===== config.mk =====
export PLATFORM = sky130hd
export DESIGN_NAME = frame_writer
export DESIGN_NICKNAME = d
export VERILOG_FILES = /design/src/rtl/frame_writer.sv
export SDC_FILE = /design/constraint.sdc
export NUM_CORES = 1
export LEC_CHECK = 0
export ABC_AREA = 1
export ABC_CLOCK_PERIOD_IN_PS = 3160
export CAP_MARGIN = 10
export CORE_MARGIN = 2
export CORE_UTILIZATION = 50
export DETAILED_ROUTE_END_ITERATION = 6
export GPL_ROUTABILITY_DRIVEN = 0
export GPL_TIMING_DRIVEN = 0
export PLACE_DENSITY = 0.72
export SLEW_MARGIN = 40
export SYNTH_ARGS = -nofsm -noshare
export SYNTH_HDL_FRONTEND = slang
export SYNTH_SLANG_ARGS = --single-unit

===== constraint.sdc =====
create_clock -name clk -period 3.16 [get_ports clk]
set_clock_uncertainty 0.1 [all_clocks]
set_input_delay 0.632 -clock clk [delete_from_list [all_inputs] [get_ports clk]]
set_output_delay 0.632 -clock clk [all_outputs]
set_load 0.01 [all_outputs]

===== src/rtl/frame_writer.sv =====
// Double-buffered pixel framebuffer: commands edit a hidden back buffer,
// COMMIT copies it whole into the front buffer that drives the row scanner.
module frame_writer #(
  parameter  int unsigned ROWS = 8,
  parameter  int unsigned COLS = 16,
  localparam int unsigned XW   = $clog2(COLS),
  localparam int unsigned YW   = $clog2(ROWS)
) (
  input  logic                 clk,
  input  logic                 rst_n,
  input  logic                 cmd_valid,
  output logic                 cmd_ready,
  input  logic [1:0]           cmd_op,
  input  logic [XW-1:0]        cmd_x,
  input  logic [YW-1:0]        cmd_y,
  input  logic                 cmd_val,
  output logic [ROWS*COLS-1:0] pixelReg,
  output logic                 commit_done
);

  localparam int unsigned NPIX = ROWS * COLS;
  localparam int unsigned AW   = $clog2(NPIX);
  localparam int unsigned RW   = (YW > 0) ? YW : 1;

  localparam logic [1:0] OP_SET    = 2'b00;
  localparam logic [1:0] OP_TOGGLE = 2'b01;
  localparam logic [1:0] OP_CLEAR  = 2'b10;
  localparam logic [1:0] OP_COMMIT = 2'b11;

  typedef enum logic {
    ST_IDLE  = 1'b0,
    ST_CLEAR = 1'b1
  } state_e;

  state_e            state_q, state_d;
  logic [RW-1:0]     r_q, r_d;
  logic [NPIX-1:0]   bb_q, bb_d;
  logic [NPIX-1:0]   pix_q, pix_d;
  logic              commit_done_q, commit_done_d;

  logic [AW-1:0]     addr_c;
  logic              in_range_c;

  // Linear pixel address and a guard for out-of-matrix coordinates
  always_comb begin
    addr_c     = AW'(COLS * 32'(cmd_y) + 32'(cmd_x));
    in_range_c = (32'(cmd_x) < COLS) && (32'(cmd_y) < ROWS);
  end

  // Ready depends on state only so the source can hold a command while busy
  assign cmd_ready   = (state_q == ST_IDLE);
  assign pixelReg    = pix_q;
  assign commit_done = commit_done_q;

  // State, row counter and both buffers
  always_ff @(posedge clk or negedge rst_n) begin
    if (!rst_n) begin
      state_q       <= ST_IDLE;
      r_q           <= '0;
      bb_q          <= '0;
      pix_q         <= '0;
      commit_done_q <= 1'b0;
    end else begin
      state_q       <= state_d;
      r_q           <= r_d;
      bb_q          <= bb_d;
      pix_q         <= pix_d;
      commit_done_q <= commit_done_d;
    end
  end

  // Command decode in IDLE; row-by-row wipe of the back buffer in CLEAR
  always_comb begin
    state_d       = state_q;
    r_d           = r_q;
    bb_d          = bb_q;
    pix_d         = pix_q;
    commit_done_d = 1'b0;

    case (state_q)
      ST_IDLE: begin
        if (cmd_valid) begin
          case (cmd_op)
            OP_SET: begin
              if (in_range_c) bb_d[addr_c] = cmd_val;
            end
            OP_TOGGLE: begin
              if (in_range_c) bb_d[addr_c] = ~bb_q[addr_c];
            end
            OP_CLEAR: begin
              r_d     = '0;
              state_d = ST_CLEAR;
            end
            OP_COMMIT: begin
              pix_d         = bb_q;
              commit_done_d = 1'b1;
            end
            default: ;
          endcase
        end
      end

      ST_CLEAR: begin
        bb_d[COLS*32'(r_q) +: COLS] = '0;
        if (r_q == RW'(ROWS - 1)) begin
          r_d     = '0;
          state_d = ST_IDLE;
        end else begin
          r_d = r_q + RW'(1);
        end
      end

      default: state_d = ST_IDLE;
    endcase
  end

endmodule

==> results of run 1 <==
==> what timing repair did <==
action	CTS	global route
setup endpoints to repair	27	126
hold buffers	1	0
buffers inserted	0	2
gates resized for setup	6	21
endpoints found under the hold margin	36	0
==> how the worst max path moves through the flow <==
stage,end,cells after the start,from
4_1_cts,bb_q[101],12,cmd_x[2]
6_report,bb_q[101],12,cmd_x[2]
3_5_place_dp,bb_q[101],12,cmd_x[2]
5_1_grt,bb_q[106],10,r_q[0]
3_3_place_gp,pixelReg[18],1,rst_n
2_1_floorplan,bb_q[64],12,r_q[0]
==> flip-flops by register name (all words and copies together), names as in the netlist <==
name         count
pixelReg       128
commit_done      1
state_q          1
r_q              3
bb_q           128
==> power groups by stage <==
| stage | clock network [mW] | logic [mW] | registers (mW) |
|---|---|---|---|
| after global placement | 0 | 2.58 | 3.58 |
| after floorplan | 0 | 1.75 | 3.59 |
| after CTS | 3.34 | 2.67 | 3.53 |
| after global routing | 3.49 | 3.05 | 3.54 |
| after detailed placement | 0 | 2.65 | 3.58 |
| final | 3.32 | 2.78 | 3.53 |
==> routing by layer <==
| metal | wire length, um | vias up | share of wire, % |
|---|---|---|---|
| li1 | - | 6429 | - |
| met1 | 18700 | 6437 | 41 |
| met2 | 19800 | 792 | 43 |
| met3 | 5030 | 166 | 11 |
| met4 | 2260 | 0 | 4.9 |
| met5 | 0 | - | 0 |
==> worst max-delay path: stages <==
cell and delay, ns:
clkdlybuf4s50_1 0.62, inv_1 0.12, nor2_4 0.33, buf_4 0.36
inv_1 0.15, nor2_2 0.42, clkbuf_4 0.44, nand2_1 0.12
nand2_1 0.08, nand2_1 0.07, nand2_1 0.10, nand2_1 0.05
==> cells in the final DEF, fill, tap and decap left out, types with 2 or more instances in the layout <==
master	Yosys	routed
nand2_1	971	970
dfrtp_1	261	261
o21ai_0	188	188
inv_1	165	164
clkdlybuf4s50_1	0	141
nor2_1	117	111
clkbuf_1	70	71
nand3_1	61	61
nor3_1	56	56
clkbuf_16	0	29
buf_2	19	17
buf_6	13	14
buf_4	8	10
clkbuf_2	0	7
o211ai_1	7	7
a21oi_1	7	7
nor2_4	0	6
nand4_1	5	5
o21ai_1	5	5
clkinv_2	0	5
clkinvlp_4	0	4
ha_1	4	4
clkbuf_8	0	4
buf_16	0	4
nor2_2	3	3
diode_2	0	2
clkbuf_4	0	2
or2_2	2	2
clkinv_1	3	2
bufinv_16	0	2
==> final cells by class <==
class                      instances  area [um^2]  area share [%]
antenna                            2         5.00          0.0302
clock buffer                      43          818            4.93
timing repair buffer             149         1560            9.41
inverter                         169          642            3.87
tap                              341          427            2.57
sequential                       261         6530            39.4
clock inverter                     9          100           0.603
buffer                           109          582            3.51
multi-input combinational       1430         5920            35.7
==> logic make-up after synthesis <==
family | count (synthesis)
AND/OR/NAND/NOR | 1216
buffers and inverters | 279
flip-flops | 261
AO/OA/AOI/OAI | 210
adder cells (fa/ha/maj) | 4
==> reports/metrics.yaml, run 1 <==
yosys:
  netlist_top_cells_count: "nand2_1, dfrtp_1, o21ai_0"
  yosysMostFrequentCell: "nand2_1"
  synth-main-ff-cell: "dfrtp_1"
  synth_xor_area_share_pct: 0
  yosys.area.top_type: "dfrtp_1"
  synthMuxAreaShare_pct: 0
  synth_top_family_by_area: "simple AND/OR/NAND/NOR gates"
  syn-num-nets: 1987
  synth_area_leaders: "dfrtp_1, nand2_1, o21ai_0, inv_1, nor2_1"
  async_flop_share_pct: 100
  synth_cell_types: 23
  synth_edf_count: 0
  synth-seq-cells: 261
  synth-simple-area-share_pct: 34.9
  synthAdderAreaFrac_pct: 0.368
  syn_inst: 1970
  yosysSeqAreaShare_pct: 48.0
  syn_avg_cell_area_um2: 6.90
  synth_top_area_share_pct: 48.0
  syn_area_um2: 13600
  synth_warnings: 0
  synth_compound_area_share_pct: 7.92
worst_setup_path:
  crit_type: "in2reg"
  timing.rr.start: "r_q[0]"
  worstReg2RegEnd: "bb_q[39]"
  worst_setup_path_start_kind: "primary input"
  worstPathRequired_ns: 3.51
  arrival_ns: 3.52
  endpoint_kind: "flop"
  reg2reg_depth: 10
  reg2reg_slack_ns: 0.09
  cp_max_fo: 11
run_status:
  violations: "setup timing"
  status: "finished, violations left"
drt:
  drt_wl_total_mm: 45.7
  drtIter0Drc: 1564
  wl_per_cell_um: 18.2
  vias: 13824
  drc_errors: 0
  ant_nets: 0
  first_pass_iters: 5
  drt-vias-per-instance: 5.50
clock_network:
  cts.clk_slew.worst_paths_ns: 0.06
  clockBufferDepth: 3
  cts_tree: "built"
  cts_made_buffers: 28
  clock_latency_ns: 0.56
  cts-root-buf: "clkbuf_16"
  cts_sinks: 261
  htreeDepth: 1
global_route:
  grt_overflow: 0
  grt_use_met3_pct: 6.92
  grt_start_max_net_pins: 62
  grt_pass1_wl_mm: 71.1
  grtUsageMet1_pct: 44.3
  grt_use_total_pct: 32.1
  antenna_found_initial: 1
  grt_busiest_layer: "met2"
  met2_usage_pct: 49.2
  grt_pass1_vias: 12996
cells_and_area:
  fin_nets: 2165
  stdcell_count: 2513
  drive_gt1_share_pct: 5.25
  area_growth_pct: 22.0
  fillers: 2415
  postLayoutCellArea_um2: 16600
  post-route-util_pct: 61.9
placed_design:
  port_buffers: 142
  pre_cts_ws_ns: -0.689
  hpwl_mm: 31.1
  postPlaceCellArea_um2: 15600
  dp_cells: 2457
timing:
  fin_crit_sh_pct: 100
  hold_viol: 0
  setup_violations: 1
  setup_ws_ns: -0.0128
  period_needed_ns: 3.17
  slew_viol_final: 0
  fmax_ghz: 0.315
  maxSlewHeadroom_pct: 40.8
  fin_hold_ws_ns: 0.378
  tns_ns: -0.0128
  tightestPinTransition_ns: 0.885
power_and_ir_drop:
  intPower_mw: 6.20
  p_sw_mw: 3.43
  power_switching_share_pct: 35.6
  seqPwrFrac_pct: 36.6
  power_frac_clock_pct: 34.5
  pwr-share-comb_pct: 28.9
  cellPowerDensity_nw_per_um2: 581
  total_power_mw: 9.63
  worst_ir_drop_vdd_uv: 397
  p_leak_nw: 7.99
worst_hold_path:
  hold_end: "pixelReg[118]"
  hold_start: "pixelReg[118]"
  worstHoldPathType: "reg2reg"
  worstHoldPathCells: 2
flow_run:
  cap_violations: 0
die:
  dieWidth_um: 169
  ioPinCount: 143
  rows: 60
  die_y_um: 169
  die_area_um2: 28500
  start_util_pct: 50.7
  core-area_um2: 26800
No activity file was read; power rests on OpenSTA's default activity.
==> run 2, diff against run 1 <==
--- a/config.mk
+++ b/config.mk
@@ -6,7 +6,7 @@
 export NUM_CORES = 1
 export LEC_CHECK = 0
 export ABC_AREA = 1
-export ABC_CLOCK_PERIOD_IN_PS = 3160
+export ABC_CLOCK_PERIOD_IN_PS = 4100
 export CAP_MARGIN = 10
 export CORE_MARGIN = 2
 export CORE_UTILIZATION = 50
==> constraint.sdc (replaced) <==
create_clock -name clk -period 4.1 [get_ports clk]
set_clock_uncertainty 0.1 [all_clocks]
set_input_delay 0.82 -clock clk [delete_from_list [all_inputs] [get_ports clk]]
set_output_delay 0.82 -clock clk [all_outputs]
set_load 0.01 [all_outputs]
==> run 2 against run 1 <==
Effect of this change:
- the run now ends clean
- register-to-register slack gained 0.68 ns
- combinational power down 24%
- cell count fell by 0.12%
- sequential power decreased by 23%
- non-clock buffer count fell by 2
- global-route usage is the same
- sequential share of layout area is 0.22 points higher
- die area is the same
- clock power fell by 23%
- critical endpoint is now cmd_ready
- via count shrank 0.31%
==> reports/metrics.yaml, run 2 (synthesized netlist as in run 1, its figures left out) <==
worst_setup_path:
  crit_chain: "buf_2, clkinv_1, clkbuf_1, clkbuf_1, clkdlybuf4s50_1"
  cp_num_buf_inv: 5
  crit_type: "reg2out"
  endpoint_kind: "output port"
  critPathMostFrequentCell: "clkbuf_1"
  reg2reg_slack_ns: 0.77
  critPathLaunch: "state_q"
  worst_path_max_delay_cell: "clkdlybuf4s50_1"
  worstPathRequired_ns: 3.18
  cp_max_fo: 10
  worst_setup_path_start_kind: "flop"
  arrival_ns: 3.06
  timing.rr.start: "r_q[0]"
  cp_top_family: "buffers and inverters"
  slowest_delay_ns: 0.65
placed_design:
  hpwl_mm: 31.1
  pre_cts_ws_ns: 0.0631
  port_buffers: 142
  dp_cells: 2457
timing:
  tightestPinTransition_ns: 0.899
  setup_violations: 0
  slew_viol_final: 0
  maxSlewHeadroom_pct: 40.1
  rsz0062_at_grt: "no"
  period_needed_ns: 3.98
  fmax_ghz: 0.252
  tns_ns: 0
  fin_crit_sh_pct: 97.0
  hold_viol: 0
  setup_ws_ns: 0.124
global_route:
  antenna_found_initial: 3
  grt_pass1_vias: 12987
  grt_pass1_wl_mm: 71.0
  grt_start_max_net_pins: 62
  grt_use_total_pct: 32.1
  grt_overflow: 0
cells_and_area:
  post-route-util_pct: 61.5
  final_common_cell: "nand2_1"
  drive_gt1_share_pct: 4.70
  area_growth_pct: 21.3
  stdcell_count: 2510
  fin_nets: 2163
  layout_common_cells: "nand2_1, dfrtp_1, o21ai_0"
  fillers: 2424
die:
  ioPinCount: 143
  start_util_pct: 50.7
  die_y_um: 169
  dieWidth_um: 169
  core-area_um2: 26800
  rows: 60
  die_area_um2: 28500
clock_network:
  cts.clk_slew.worst_paths_ns: 0.06
  post_cts.repair.setup_buffers: 0
  cts-root-buf: "clkbuf_16"
  clock_latency_ns: 0.56
  cts_made_buffers: 28
  ctsHoldBuffers: 0
  clockBufferDepth: 3
  htreeDepth: 1
  cts_sinks: 261
  cts_tree: "built"
  post_cts_resized: 0
flow_run:
  cap_violations: 0
power_and_ir_drop:
  total_power_mw: 7.39
  p_leak_nw: 7.96
  worst_ir_drop_vdd_uv: 304
  cellPowerDensity_nw_per_um2: 448
drt:
  vias: 13781
  wl_per_cell_um: 18.2
  drt-vias-per-instance: 5.49
  drt_wl_total_mm: 45.7
  drtIter0Drc: 1503
  ant_nets: 0
  first_pass_iters: 6
  drc_errors: 0
run_status:
  status: "complete, no violations"
worst_hold_path:
  worstHoldPathType: "in2async"
## run 2: routing by layer
layer	track usage [%]	share of wire, %
met1	44.3	41
met2	49.2	43
met3	6.83	11
met4	14.0	5.1
met5	0	0.059
## run 2: final cells by class
class / count / area, um^2 / area share [%]
tap: 341 / 427 / 2.59
sequential: 261 / 6530 / 39.6
timing repair buffer: 146 / 1540 / 9.31
buffer: 110 / 567 / 3.44
inverter: 169 / 634 / 3.85
multi-input combinational: 1430 / 5880 / 35.6
antenna: 1 / 2.50 / 0.0152
clock inverter: 9 / 100 / 0.607
clock buffer: 43 / 818 / 4.96
## run 2: power by group
group	internal (mW)	leakage, nW	switching (mW)
clock	1.50	0.446	1.07
combinational	0.605	3.88	1.51
sequential	2.66	3.64	0.0585
## run 2: path summary, 6_finish.rpt
kind | to | depth (start not counted)
max | cmd_ready | 5
min | pixelReg[75] | 1
max reg2reg | bb_q[40] | 12
min reg2reg | bb_q[67] | 2
max in group asynchronous | bb_q[20] | 4
min in group clk | bb_q[67] | 2
## run 2: stage by stage
stage | hold WS (ns) | instance area, um^2
3_5_place_dp | 0.364 | 15600
6_report | 0.0274 | 16500
4_1_cts | 0.0404 | 16500
5_1_grt | 0.0523 | 16500
2_1_floorplan | 0.348 | 13600
3_3_place_gp | 0.361 | 15400
==> run 3, diff against run 2 <==
--- a/config.mk
+++ b/config.mk
@@ -8,6 +8,7 @@
 export ABC_AREA = 1
 export ABC_CLOCK_PERIOD_IN_PS = 4100
 export CAP_MARGIN = 10
+export CORE_ASPECT_RATIO = 1.75
 export CORE_MARGIN = 2
 export CORE_UTILIZATION = 50
 export DETAILED_ROUTE_END_ITERATION = 6
==> run 3 against run 2 <==
Effect of this change:
- die area is 0.19% higher
- via count fell by 0.69%
- count of clock-buffer cells in the layout decreased by 10
- fmax rose by 2.5%
- power is 4.2% lower
- flip-flop and latch count unchanged
- first-iteration DRC count fell by 20%
- global-route usage increased by 0.40 points
- wire length up 1.0%
- core utilization down 0.63 points
- critical path type unchanged
- largest power group unchanged
==> reports/metrics.yaml, run 3 (synthesized netlist as in run 1, its figures left out) <==
timing:
  tightestPinTransition_ns: 0.980
  fin_crit_sh_pct: 94.6
  period_needed_ns: 3.88
  slew_viol_final: 0
  setup_violations: 0
  rsz0062_at_grt: "no"
  fin_hold_ws_ns: 0.101
  tns_ns: 0
  hold_viol: 0
  fmax_ghz: 0.258
  maxSlewHeadroom_pct: 34.6
worst_setup_path:
  crit_type: "reg2out"
  worstPathRequired_ns: 3.18
  endpoint_kind: "output port"
  worst_setup_path_start_kind: "flop"
  cp_max_fo: 10
  arrival_ns: 2.96
run_status:
  status: "complete, no violations"
drt:
  drt_wl_total_mm: 46.1
  drtIter0Drc: 1198
  first_pass_iters: 6
  wl_per_cell_um: 18.6
  vias: 13686
  drc_errors: 0
  ant_nets: 0
  drt-vias-per-instance: 5.53
global_route:
  grt_pass1_wl_mm: 71.5
  grt_start_max_net_pins: 71
  grt_overflow: 0
  antenna_found_initial: 0
  grt_use_total_pct: 32.5
  grt_pass1_vias: 13157
placed_design:
  port_buffers: 142
  dp_cells: 2439
  hpwl_mm: 32.2
clock_network:
  clock_latency_ns: 0.55
  cts.clk_slew.worst_paths_ns: 0.07
  cts-root-buf: "clkbuf_16"
  cts_sinks: 261
  cts_tree: "built"
  clockBufferDepth: 3
  post_cts_resized: 0
  cts_made_buffers: 25
  ctsHoldBuffers: 0
  htreeDepth: 1
  post_cts.repair.setup_buffers: 0
cells_and_area:
  antenna_cells: 0
  layout_common_cells: "nand2_1, dfrtp_1, o21ai_0"
  regArea_um2: 6530
  final_common_cell: "nand2_1"
  post-route-util_pct: 60.9
  fillers: 2545
  drive_gt1_share_pct: 4.14
  area_growth_pct: 19.6
  multiInputGateArea_um2: 5870
  fin_nets: 2159
  stdcell_count: 2476
worst_hold_path:
  worstHoldPathType: "in2async"
die:
  rows: 79
  ioPinCount: 143
  die_y_um: 222
  dieWidth_um: 129
  die_area_um2: 28600
  core-area_um2: 26700
  start_util_pct: 50.9
power_and_ir_drop:
  cellPowerDensity_nw_per_um2: 436
  p_leak_nw: 7.87
  worst_ir_drop_vdd_uv: 272
flow_run:
  cap_violations: 0
## run 3: cell types whose count changed in the layout (fill, tap and decap cells not counted)
cell        change
diode_2         -1
clkbuf_16       -4
bufinv_16       -1
clkinvlp_4      -2
clkinv_2        -2
nor2_1          +3
nor2_2          -3
buf_16          -1
clkbuf_1        -6
## run 3: path summary, 6_finish.rpt
kind	start	end	slack, ns	cells past startpoint
setup / recovery	state_q	cmd_ready	0.22	5
hold / removal	rst_n	pixelReg[21]	0.10	1
max in group asynchronous	rst_n	pixelReg[89]	2.35	4
min in group clk	bb_q[99]	bb_q[99]	0.38	2
hold reg to reg	bb_q[99]	bb_q[99]	0.38	2
setup reg to reg	r_q[0]	bb_q[88]	0.82	12
## run 3: area by class of cell
type | instances | area share, %
sequential | 261 | 40.2
multi-input combinational | 1430 | 36.1
timing repair buffer | 145 | 9.28
clock buffer | 33 | 4.28
inverter | 169 | 3.90
buffer | 110 | 3.49
tap | 324 | 2.49
clock inverter | 4 | 0.277
## run 3: power breakdown
part | total [mW] | switching (mW) | internal, mW
Combinational | 2.12 | 1.52 | 0.604
Clock | 2.24 | 1.01 | 1.24
Sequential | 2.72 | 0.0583 | 2.66
Total | 7.08 | 2.58 | 4.50
## run 3: stage by stage
stage,setup slack (ns),cell area (um^2),total power [mW]
floorplan,1.70,13600,4.12
global placement,-9.09,15400,4.77
detailed placement,-0.0408,15500,4.82
CTS,0.285,16300,7.02
global route,0.157,16300,7.42
finish,0.222,16300,7.08
## run 3: worst max-delay path, stage by stage (launching register included)
cell             delay, ns
dfrtp_1               0.41
buf_2                 0.20
clkinv_1              0.20
clkbuf_1              0.50
clkbuf_1              0.45
clkdlybuf4s50_1       0.65
## run 3: metal layers
layer / wire (um) / up-vias / track usage (%)
li1: - / 6385 / -
met1: 17100 / 6405 / 40.3
met2: 21900 / 701 / 53.1
met3: 3530 / 195 / 3.96
met4: 3560 / 0 / 20.9
met5: 0 / - / 0
